## src/rtl/trap_ctrl.sv

```systemverilog
// Multi-source trap/interrupt controller: synchronised edge-triggered IRQ lines,
// fixed priority (ecall first, then lowest line), direct/vectored dispatch, mret return.
module trap_ctrl #(
  parameter int NUM_IRQ     = 4,
  parameter int XLEN        = 32,
  parameter int SYNC_STAGES = 2,
  parameter int IRQ_BASE    = 16,
  parameter int ECALL_CODE  = 11
) (
  input  logic               clk,
  input  logic               Rst,
  input  logic [NUM_IRQ-1:0] irq_in,
  input  logic               ecall,
  input  logic               mret,
  input  logic               hold,
  input  logic               mie_global,
  input  logic [NUM_IRQ-1:0] mie,
  input  logic [XLEN-1:0]    mtvec,
  input  logic [XLEN-1:0]    cur_pc,
  output logic               trap_take,
  output logic               trap_ret,
  output logic               trapping,
  output logic [XLEN-1:0]    trap_vector,
  output logic [XLEN-1:0]    mcause,
  output logic [XLEN-1:0]    mepc,
  output logic [NUM_IRQ-1:0] mip,
  output logic               double_trap
);

  localparam int IDX_W = (NUM_IRQ > 1) ? $clog2(NUM_IRQ) : 1;

  typedef enum logic {IDLE, TRAP} state_e;

  state_e state_q, state_d;

  logic [SYNC_STAGES-1:0][NUM_IRQ-1:0] sync_q, sync_d;
  logic [NUM_IRQ-1:0] pq_q, pq_d;
  logic [NUM_IRQ-1:0] pending_q, pending_d;
  logic               trap_take_q, trap_take_d;
  logic               trap_ret_q, trap_ret_d;
  logic [XLEN-1:0]    trap_vector_q, trap_vector_d;
  logic [XLEN-1:0]    mcause_q, mcause_d;
  logic [XLEN-1:0]    mepc_q, mepc_d;
  logic               double_trap_q, double_trap_d;

  logic [NUM_IRQ-1:0] sq;
  logic [NUM_IRQ-1:0] eligible;
  logic [NUM_IRQ-1:0] clear_mask;
  logic               irq_found;
  logic [IDX_W-1:0]   irq_idx;
  logic [XLEN-1:0]    irq_code;
  logic [XLEN-1:0]    base_addr;
  logic               take_ecall;
  logic               take_irq;
  logic               do_ret;

  assign sq       = sync_q[SYNC_STAGES-1];
  assign eligible = pending_q & mie;

  // Lowest-index enabled pending line wins.
  always_comb begin
    irq_found = 1'b0;
    irq_idx   = '0;
    for (int i = NUM_IRQ - 1; i >= 0; i--) begin
      if (eligible[i]) begin
        irq_found = 1'b1;
        irq_idx   = i[IDX_W-1:0];
      end
    end
  end

  assign irq_code  = XLEN'(IRQ_BASE) + XLEN'(irq_idx);
  assign base_addr = {mtvec[XLEN-1:2], 2'b00};

  assign take_ecall = (state_q == IDLE) && !hold && ecall;
  assign take_irq   = (state_q == IDLE) && !hold && !ecall && mie_global && irq_found;
  assign do_ret     = (state_q == TRAP) && !hold && mret;

  always_ff @(posedge clk) begin
    if (Rst) begin
      state_q <= IDLE;
    end else begin
      state_q <= state_d;
    end
  end

  always_comb begin
    state_d = state_q;
    case (state_q)
      IDLE:    if (take_ecall || take_irq) state_d = TRAP;
      TRAP:    if (do_ret) state_d = IDLE;
      default: state_d = IDLE;
    endcase
  end

  // Pulses self-clear; holding registers only change on a take.
  always_comb begin
    trap_take_d   = take_ecall || take_irq;
    trap_ret_d    = do_ret;
    trap_vector_d = trap_vector_q;
    mcause_d      = mcause_q;
    mepc_d        = mepc_q;
    clear_mask    = '0;
    double_trap_d = double_trap_q || ((state_q == TRAP) && ecall);
    if (take_ecall) begin
      mcause_d      = XLEN'(ECALL_CODE);
      mepc_d        = cur_pc;
      trap_vector_d = base_addr;
    end else if (take_irq) begin
      mcause_d            = {1'b1, irq_code[XLEN-2:0]};
      mepc_d              = cur_pc;
      trap_vector_d       = (mtvec[1:0] == 2'b01) ? base_addr + (irq_code << 2) : base_addr;
      clear_mask[irq_idx] = 1'b1;
    end
  end

  // A fresh edge on the line being taken keeps it pending.
  always_comb begin
    sync_d    = {sync_q[SYNC_STAGES-2:0], irq_in};
    pq_d      = sq;
    pending_d = (pending_q & ~clear_mask) | (sq & ~pq_q);
  end

  always_ff @(posedge clk) begin
    if (Rst) begin
      sync_q        <= '0;
      pq_q          <= '0;
      pending_q     <= '0;
      trap_take_q   <= 1'b0;
      trap_ret_q    <= 1'b0;
      trap_vector_q <= '0;
      mcause_q      <= '0;
      mepc_q        <= '0;
      double_trap_q <= 1'b0;
    end else begin
      sync_q        <= sync_d;
      pq_q          <= pq_d;
      pending_q     <= pending_d;
      trap_take_q   <= trap_take_d;
      trap_ret_q    <= trap_ret_d;
      trap_vector_q <= trap_vector_d;
      mcause_q      <= mcause_d;
      mepc_q        <= mepc_d;
      double_trap_q <= double_trap_d;
    end
  end

  assign trapping    = (state_q == TRAP);
  assign trap_take   = trap_take_q;
  assign trap_ret    = trap_ret_q;
  assign trap_vector = trap_vector_q;
  assign mcause      = mcause_q;
  assign mepc        = mepc_q;
  assign mip         = pending_q;
  assign double_trap = double_trap_q;

endmodule
```

## config.mk

```make
export PLATFORM = sky130hd
export DESIGN_NAME = trap_ctrl
export DESIGN_NICKNAME = d
export VERILOG_FILES = /design/src/rtl/trap_ctrl.sv
export SDC_FILE = /design/constraint.sdc
export NUM_CORES = 1
export LEC_CHECK = 0
export CORE_ASPECT_RATIO = 1.1
export CORE_UTILIZATION = 42
export CTS_BUF_LIST = sky130_fd_sc_hd__clkbuf_8 sky130_fd_sc_hd__clkbuf_16
export DETAILED_ROUTE_END_ITERATION = 8
export PLACE_DENSITY = 0.89
export SLEW_MARGIN = 20
export SYNTH_ARGS = -nofsm -noshare
export SYNTH_HDL_FRONTEND = slang
export SYNTH_SLANG_ARGS = --single-unit
```

## constraint.sdc

```tcl
create_clock -name clk -period 2.8 [get_ports clk]
set_input_delay 0.42 -clock clk [delete_from_list [all_inputs] [get_ports clk]]
set_output_delay 0.42 -clock clk [all_outputs]
set_load 0.01 [all_outputs]
```

---- Word-level counts from Yosys, hierarchy flattened ----
Cells that the tools add are included.
operators by class
  add/subtract/negate cells ............... 2
  magnitude comparators ................... 2
  equality and inequality tests ........... 1
  muxes and demuxes ....................... 22
  bitwise operators ....................... 7
  reduce and logical (&&, ||, !) cells .... 15
operator list
  cell                   count
  $mux W32               5
  $add A32 B8 Y32        1
  $mux W4                4
  $and A4 B4 Y4          3
  $logic_and A1 B1 Y1    9
  $mux W2                4
  $not A4 Y4             2
  $mux W1                7
  $add A5 B2 Y6 const A  1
  $or A4 B4 Y4           1
  $lt A2 B3 Y1 const B   1
  $demux W1 S2           1
  $eq A2 B1 Y1 const B   1
  $ge A2 B1 Y1 const B   1
  $logic_not A1 Y1       2
  $logic_or A1 B1 Y1     2
  $pmux W1 S2            1
  $reduce_bool A2 Y1     1
  $reduce_or A2 Y1       1
  $not A1 Y1             1
word-level totals
  register bits ........................... 116
  input port bits ......................... 78
  output and inout bits ................... 104
  word-level logic and storage cells ...... 62

---- Depth between registers and ports, before layout ----
  word-level depth ........................ 14
  depth in mapped cells ................... 10
  gate-level depth less buffers ........... 10

---- Worst setup path before layout ----
No wires, ideal clock.
  path kind ............................... input to register
  from .................................... in mie[2]
  to ...................................... reg trap_vector_q[26] (netlist: trap_vector[26])
  setup time .............................. 0.088 ns
  arrival time ............................ 2.246 ns
  required time ........................... 2.712 ns
  setup slack ............................. 0.466 ns
  stages on the path ...................... 10
  buffers on the path ..................... 0
  cell sequence ........................... nand2_1 a32oi_1 a21oi_1 ha_1 ha_1 a31oi_1 o31ai_4 nand2_2 or4_1 a311oi_2
on the way
  longest elaborated chain between the ends .. 9
  elaborated cells between the ends (all ways) .. 14
  classes of those cells .................. 2 x add/sub; 9 x mux; 1 x bitwise; 2 x reduce/logical
RTL lines
  what                  line  RTL
  start, declared       17    input logic [NUM_IRQ-1:0] mie,
  $and A4 B4 Y4 (*)     58    assign eligible = pending_q & mie;
  $mux W2 (3 in a row)  65    if (eligible[i]) begin
  $add A5 B2 Y6         72    assign irq_code = XLEN'(IRQ_BASE) + XLEN'(irq_idx);
  $add A32 B8 Y32       112   trap_vector_d = (mtvec[1:0] == 2'b01) ? base_addr + (irq_code << 2) : base_addr;
  $mux W32              112
  $mux W32              109   end else if (take_irq) begin
  $mux W32              105   if (take_ecall) begin
  end signal, assigned  141   trap_vector_q <= trap_vector_d;
  end, declared         41    logic [XLEN-1:0] trap_vector_q, trap_vector_d;
Every way passes the cells marked *; elsewhere a longest branch is shown, timed or not. The select of a mux whose other input is x is not followed.
A chain may end at the register's enable or synchronous reset.

---- Worst setup path in the final report ----
  from .................................... in mie[2]
  to ...................................... reg trap_vector_q[8] (netlist: trap_vector[8])
Same word-level chain as after synthesis.

==> parameters.txt <==
Parameter                              Value

Synth
  Post-synthesis cell type count ... 51
  Top area cells in the synthesized netlist ... sky130_fd_sc_hd__dfxtp_1 (44%), sky130_fd_sc_hd__nand2_1 (7.7%), sky130_fd_sc_hd__buf_4 (5.7%)
  Synthesis Warnings ... 0
  Sequential element share of the synthesized area ... 0.437
  Fraction of registers with async set/reset ... 0
  Post-synth top area share ... 0.437
  EDFF count, synth ... 0
  Cells after synthesis ... 460
  Average footprint of a synthesized cell ... 8.56 sq um
  Synth Register Bits ... 86
  Synth Flop Type ... sky130_fd_sc_hd__dfxtp_1
  Synth Cell Area ... 3940 sq um
  Largest area contributor in the netlist ... sky130_fd_sc_hd__dfxtp_1

Routing
  Average detailed-routed wire length per instance ... ~14 microns
  Violation count after the first detailed-routing iteration ... 180
  Avg Vias per Cell ... 5.18
  Wirelength, routed ... around 11 mm
  Detailed-route DRC error count ... 0
  Post-route antenna net violation count ... 0
  DRT Pass-1 Iters ... 5
  Vias after detailed routing ... 3838

Global route
  Gr ovfl total ... 0
  Global-route wire length before repair ... 17.1 mm
  GRT Resource Usage Total ... 0.218
  Number of global-route vias before repair ... around 3.8k
  Met3 usage in global routing ... 0.0507
  Routing layer with the top usage in global route ... met2
  Number of antenna violations at the first check in global routing ... 0
  Met2 Track Usage GR ... 0.395
  Largest net degree at the start of global routing ... 56
  Global-route track usage on met1 ... 0.240

Critical path
  Delay of the slowest critical-path stage ... 0.50 ns
  Worst reg-to-reg path cell count ... 11
  Type of element capturing the critical path ... flop
  Reg-to-Reg Start ... mip[2]$_SDFF_PP0_
  Cells along the critical path ... clkdlybuf4s50_1, nand2_1, a32oi_1, a21oi_1, ha_1, ha_1, a31oi_1, o31ai_4, buf_4, a31o_2, a21oi_1, nor3_1
  Master of the slowest instance on the critical path ... sky130_fd_sc_hd__clkdlybuf4s50_1
  Worst reg2reg setup slack ... 0.46 ns
  Crit path buffers/inverters ... 2
  Critical path startpoint category ... primary input
  Category of cells accounting for the largest share of critical-path delay ... compound AO/OA/AOI/OAI gates
  Capturing point of the worst reg2reg path ... trap_vector[8]$_SDFFE_PP0P_
  Worst-path maximum fanout ... 9
  Critical path class ... in -> reg
  Arrival time worst endpoint ... 2.72 ns
  WP data required ... 3.01 ns

Cells and area
  Most frequent standard cell in the layout excluding fill and tap cells ... sky130_fd_sc_hd__clkdlybuf4s50_1
  Layout fillers ... 714
  P&R area growth vs syn ... 47.3%
  Commonest cells after routing, fill and taps aside ... sky130_fd_sc_hd__clkdlybuf4s50_1 (151), sky130_fd_sc_hd__dfxtp_1 (86), sky130_fd_sc_hd__nand2_1 (80)
  Share of cells above drive strength 1 ... 0.0909
  Total non-filler cell area in the finished layout ... approximately 5800 sq um
  Diodes inserted ... 0
  Final non-filler cell total ... 741
  Final net count ... 703

Worst hold path
  Hold depth ... 1
  Launch instance of the worst min-delay path ... sync_d[4]$_SDFF_PP0_
  Worst Hold Endpoint ... pq_d[0]$_SDFF_PP0_
  Worst min-delay path category ... reg -> reg

Clocking
  Total CTS buffers ... 9
  Clock edge transition at the registers on the reported setup and hold paths ... around 0.080 ns
  Hold buffer count at CTS ... 0
  Number of buffers between clock root and the deepest sink ... 2
  H-Tree Depth ... 3
  TritonCTS clock tree ... done
  Root buffer cell ... sky130_fd_sc_hd__clkbuf_8
  Total of cells resized after clock tree synthesis ... 0
  Clock sinks ... between 80 and 90
  Setup bufs post-CTS ... 0
  Clock insertion delay at the later pin of the skew report ... roughly 0.34 ns

STA
  Worst slew margin relative to its limit ... 0.549
  Highest attainable clock frequency ... between 300 and 400 MHz
  Count of pins over their slew limit ... 0
  Worst Skew ... 0.0105 ns
  Period utilisation layout ... 0.894
  Transition time at the pin with the least slew margin ... between 0.6 and 0.7 ns
  Finish-stage setup viols ... 0
  RSZ-0062 raised after global routing ... no
  Final critical-path required period ... 2.50 ns
  Final Hold Fails ... 0

Floorplan
  Row Count ... 36
  Count of boundary I/O pins ... 182
  Starting density of the core ... 0.439
  Vertical die dimension ... 104 microns
  Placeable core region ... 8960 sq um
  Die outline width ... 94.3 microns
  Area of the die ... 9760 sq um

Status
  Status ... complete, no violations

Place
  Total cell area at the placement stage ... ~5600 sq um
  Last weighted congestion value of the routability-driven placer ... 0.914
  Detailed Place HPWL ... 8.21 mm
  Instance count after placement with tap cells included ... 726
  PortBufs ... 152

Power and ir drop
  Clock power frac ... 0.332
  Total net switching power ... 746 uW
  Switching Share ... 0.259
  Max VDD drop ... 0.253 mV
  Power density cells ... 496 nW/um^2
  Fraction of power consumed by combinational cells ... 0.202
  Sequential share of power ... 0.466
  Internal Dissipation ... between 2 and 2.5 mW
  Leakage power total ... 2.09 nW

Job
  Max-cap check violation count ... 0
## sequential cells by signal (all words and copies together) (netlist names)
| name | count |
|---|---|
| mcause | 4 |
| mip | 4 |
| double_trap | 1 |
| mepc | 32 |
| pq_d | 4 |
| trap_vector | 30 |
| sync_d | 4 |
| pq_q | 4 |
| trap_ret | 1 |
| trap_take | 1 |
| trapping | 1 |
## logic make-up (layout without fill, tap and decap cells)
group / Yosys count / after routing / synth area share
DFF: 86 / 86 / 0.437
adders and majority gates: 2 / 2 / 0.00636
xor gates and xnor gates: 20 / 20 / 0.0445
AOI/OAI and AO/OA: 106 / 106 / 0.184
and+or+nand+nor: 186 / 186 / 0.236
other: 1 / 29 / 0.000953
buffers and inverters: 57 / 196 / 0.0865
muxes: 2 / 2 / 0.00509
## synthesized netlist by cell type, types with 8 or more instances
| master | number |
|---|---|
| sky130_fd_sc_hd__dfxtp_1 | 86 |
| sky130_fd_sc_hd__nand2_1 | 81 |
| sky130_fd_sc_hd__a21oi_1 | 41 |
| sky130_fd_sc_hd__nor2_1 | 39 |
| sky130_fd_sc_hd__buf_4 | 30 |
| sky130_fd_sc_hd__a211oi_1 | 20 |
| sky130_fd_sc_hd__nor2b_1 | 16 |
| sky130_fd_sc_hd__xor2_1 | 15 |
| sky130_fd_sc_hd__clkbuf_1 | 12 |
| sky130_fd_sc_hd__buf_2 | 11 |
| sky130_fd_sc_hd__nand3_1 | 11 |
| sky130_fd_sc_hd__nand4_1 | 9 |
| sky130_fd_sc_hd__o21ai_0 | 8 |
## layout make-up
class / count / area (sq um) / area share
multi-input combinational: 345 / 1980 / 0.342
clock buffer: 10 / 138 / 0.0237
sequential: 86 / 1720 / 0.297
inverter: 4 / 15.0 / 0.00259
clock inverter: 5 / 81.3 / 0.0140
tap: 114 / 143 / 0.0246
timing repair buffer: 177 / 1720 / 0.296
## worst reg2reg max path: cells and delay by family, from the launching register on
family          cells  cell delay (ns)
compound gates      6             1.04
fa+ha+maj           2             0.44
flops               1             0.40
buf+inv             1             0.20
simple gates        2             0.13
## worst max-delay path by stage
stage	start	endpoint	cells past startpoint
after floorplan	mie[2]	trap_vector[26]$_SDFFE_PP0P_	10
after global routing	mie[2]	trap_vector[27]$_SDFFE_PP0P_	10
after CTS	mie[2]	trap_vector[8]$_SDFFE_PP0P_	12
after global placement	mie[2]	trap_vector[8]$_SDFFE_PP0P_	12
after detailed placement	mie[2]	trap_vector[8]$_SDFFE_PP0P_	12
final	mie[2]	trap_vector[8]$_SDFFE_PP0P_	12
## metrics by stage
step / setup slack (ns) / setup TNS, ns / power, mW / utilization / hold WS [ns]
2_1_floorplan: 0.466 / 0 / 1.64 / - / 0.414
3_3_place_gp: 0.00574 / 0 / 1.93 / 0.623 / 0.418
3_5_place_dp: -0.0322 / -0.0729 / 1.95 / 0.623 / 0.430
4_1_cts: 0.329 / 0 / 2.90 / 0.647 / 0.451
5_1_grt: 0.124 / 0 / 3.02 / 0.647 / 0.469
6_report: 0.296 / 0 / 2.88 / 0.647 / 0.443
## power by group through the flow
| stage | registers (mW) | clock network (mW) | logic, mW |
|---|---|---|---|
| after global routing | 1.35 | 1.03 | 0.630 |
| after floorplan | 1.40 | 0 | 0.246 |
| after global placement | 1.37 | 0 | 0.565 |
| after CTS | 1.34 | 0.972 | 0.583 |
| after detailed placement | 1.37 | 0 | 0.581 |
| final | 1.34 | 0.956 | 0.581 |
## layer usage
| layer | vias to the layer above | share of wire | routed length [microns] |
|---|---|---|---|
| met3 | 24 | 0.075 | 794 |
| met2 | 172 | 0.53 | 5600 |
| met5 | - | 0 | 0 |
| li1 | 1871 | - | - |
| met4 | 0 | 0.021 | 225 |
| met1 | 1771 | 0.37 | 3900 |
(Power assumes the default switching activity.)
==> RTL change: new RTL, same flow settings <==
Change the parameter `XLEN` from 32 to 64.
--- a/src/rtl/trap_ctrl.sv
+++ b/src/rtl/trap_ctrl.sv
@@ -2,7 +2,7 @@
 // fixed priority (ecall first, then lowest line), direct/vectored dispatch, mret return.
 module trap_ctrl #(
   parameter int NUM_IRQ     = 4,
-  parameter int XLEN        = 32,
+  parameter int XLEN        = 64,
   parameter int SYNC_STAGES = 2,
   parameter int IRQ_BASE    = 16,
   parameter int ECALL_CODE  = 11
Interface: changed (5 resized); port bits go from 182 to 342. The function was not compared with the original's and may differ.
==> RTL change against the original RTL <==
- sequential cell count increased by 64
- non-clock buffer count increased by 199
- sequential share of layout area decreased by 3.4 points
- maximum frequency decreased by 5.5%
- critical path depth decreased by 4
- power increased by 100%
- worst setup slack got worse by 0.15 ns
- area after synthesis increased by 85%
- combinational power increased by 100%
- clock skew decreased by 0.0040 ns
- cell count increased by 100%
- cell area increased by 97%
- largest power group unchanged
- wire length increased by 130%
==> RTL change: results (changes against the original RTL) <==
Status
  • Status: finished clean

Route
  • Final routed wire length divided by cell count: 16.1 µm (+14%)
  • Drc violations: 0 (unchanged)
  • Drt first-iter violations: 502 (+180%)
  • Vias after detailed routing: 7,800 (+100%)
  • DRT Pass-1 Iters: 6 (+1)

Hold path
  • Min-Delay Path Class: reg -> reg
  • Beginning of the worst hold path: sync_d[4]

GRT
  • Largest net degree at the start of global routing: 63 (+13%)
  • Vias in the first global route: 7,490 (+97%)
  • GR Layer Usage met1: 0.303 (+0.0632)
  • Grt met2 use: 0.459 (+0.0638)
  • Global-route track usage on met3: 0.0600 (+0.00931)
  • Overall Global Routing Usage: 0.263 (+0.0448)
  • First-pass GRT wire length: 37,100 µm (+120%)

Layout
  • Non-filler instance count after layout: 1,481 (+100%)
  • Net total in the final layout: 1,380 (+96%)
  • Fillers: 1,331 (+86%)
  • Number of flip-flops in the largest register: 64 (+100%)
  • Number of antenna cells inserted: 0 (unchanged)
  • Layout cell share with drive strength beyond 1: 0.116 (+0.0254)

Worst setup path
  • Biggest cell delay along the critical path: 0.53 ns (+0.03 ns)
  • Type of the worst setup path: reg -> reg
  • Critical path's slowest cell: sky130_fd_sc_hd__or4_4
  • Worst R2R Start: mip[3]
  • Highest fanout seen on the critical path: 5 (-4)
  • Endpoint arrival time on the critical path: 2.97 ns (+0.25 ns)
  • Reg2reg setup slack: 0.15 ns (-0.31 ns)

Power and ir drop
  • Standby leakage power: 4.21 nW (+100%)
  • Worst ir drop on vdd: 0.000377 V (+49%)

Synth
  • Register area share after synthesis: 0.413 (-0.0246)
  • Number of different library cells in the post-synthesis netlist: 54 (+5.9%)
  • Mapped Cells: 905 (+97%)
  • Cells taking the most area after synthesis: sky130_fd_sc_hd__dfxtp_1, sky130_fd_sc_hd__nand2_1, sky130_fd_sc_hd__buf_4
  • Commonest cells post-synth: sky130_fd_sc_hd__nand2_1, sky130_fd_sc_hd__dfxtp_1, sky130_fd_sc_hd__nor2_1, sky130_fd_sc_hd__a21oi_1, sky130_fd_sc_hd__buf_4

Timing
  • Worst Tran Pin Value: 0.710 ns (+0.0337 ns)
  • Maximum clock skew at final layout: 0.00651 ns (-0.00398 ns)
  • Pins over their slew limit: 0 (unchanged)
  • Worst hold slack across all endpoints: 0.438 ns (-0.00485 ns)

Placed design
  • Detail Placement HPWL: 17,900 µm (+120%)
  • Placed cell areas: 10,800 µm² (+93%)
  • Placer Congestion: 0.902 (-1.3%)
  • Number of I/O port buffers: 280 (+84%)
  • Cell total after placement: 1,451 (+100%)

Clock network
  • Clock root buffer master: sky130_fd_sc_hd__clkbuf_16
  • Clk Latency, worst-skew pair: 0.42 ns (+0.08 ns)
  • Clock transition at the registers of the reported paths: 0.06 ns (-0.02 ns)
  • CTS Buf Count: 17 (+8)
  • Deepest level of the CTS H-tree: 4 (+1)
-- RTL change: kinds of logic after synthesis --
group,synth area share
xor+xnor,0.0409
other cells,0.000516
flops,0.413
mux,0.00413
buf+inv,0.105
simple gates,0.276
fa+ha+maj,0.00344
compound gates,0.157
-- RTL change: path summary, 6_finish.rpt --
| kind | endpoint | cells past startpoint |
|---|---|---|
| worst max-delay path | trap_vector[37] | 8 |
| worst max register to register | trap_vector[37] | 8 |
| worst min-delay path | pq_d[0] | 1 |
| worst min register to register | pq_d[0] | 1 |
-- RTL change: power by group --
group	total, mW	internal, mW	leakage, nW	switching, mW
registers	2.35	2.27	1.23	0.0793
clock network	2.24	1.34	0.283	0.899
logic	1.18	0.632	2.70	0.550
total	5.77	4.24	4.21	1.53
-- RTL change: area by class of cell --
type                       count  area [µm²]  share of cell area
multi-input combinational    682        3820               0.335
timing repair buffer         376        3700               0.324
clock buffer                  19         453              0.0397
inverter                       9        33.8             0.00296
sequential                   150        3000               0.263
clock inverter                11         111             0.00976
tap                          234         293              0.0256
-- RTL change: per-layer routing --
layer	up-vias	share of wire
met5	-	0
met4	0	0.035
met3	55	0.065
met2	344	0.50
met1	3653	0.40
li1	3748	-
-- RTL change: stage by stage --
stage / power [mW] / setup WS, ns / TNS (ns)
after detailed placement: 3.56 / -0.431 / -10.54
final: 5.77 / 0.151 / 0
after CTS: 5.79 / 0.0231 / 0
after floorplan: 2.90 / 0.0357 / 0
after global placement: 3.54 / -0.336 / -7.29
after global routing: 6.01 / -0.00444 / -0.00511
-- RTL change: repair_timing --
item	4_1_cts	5_1_grt
hold endpoints to repair	0	0
gates resized for setup	0	16
setup endpoints to repair	0	14
buffers inserted	0	0
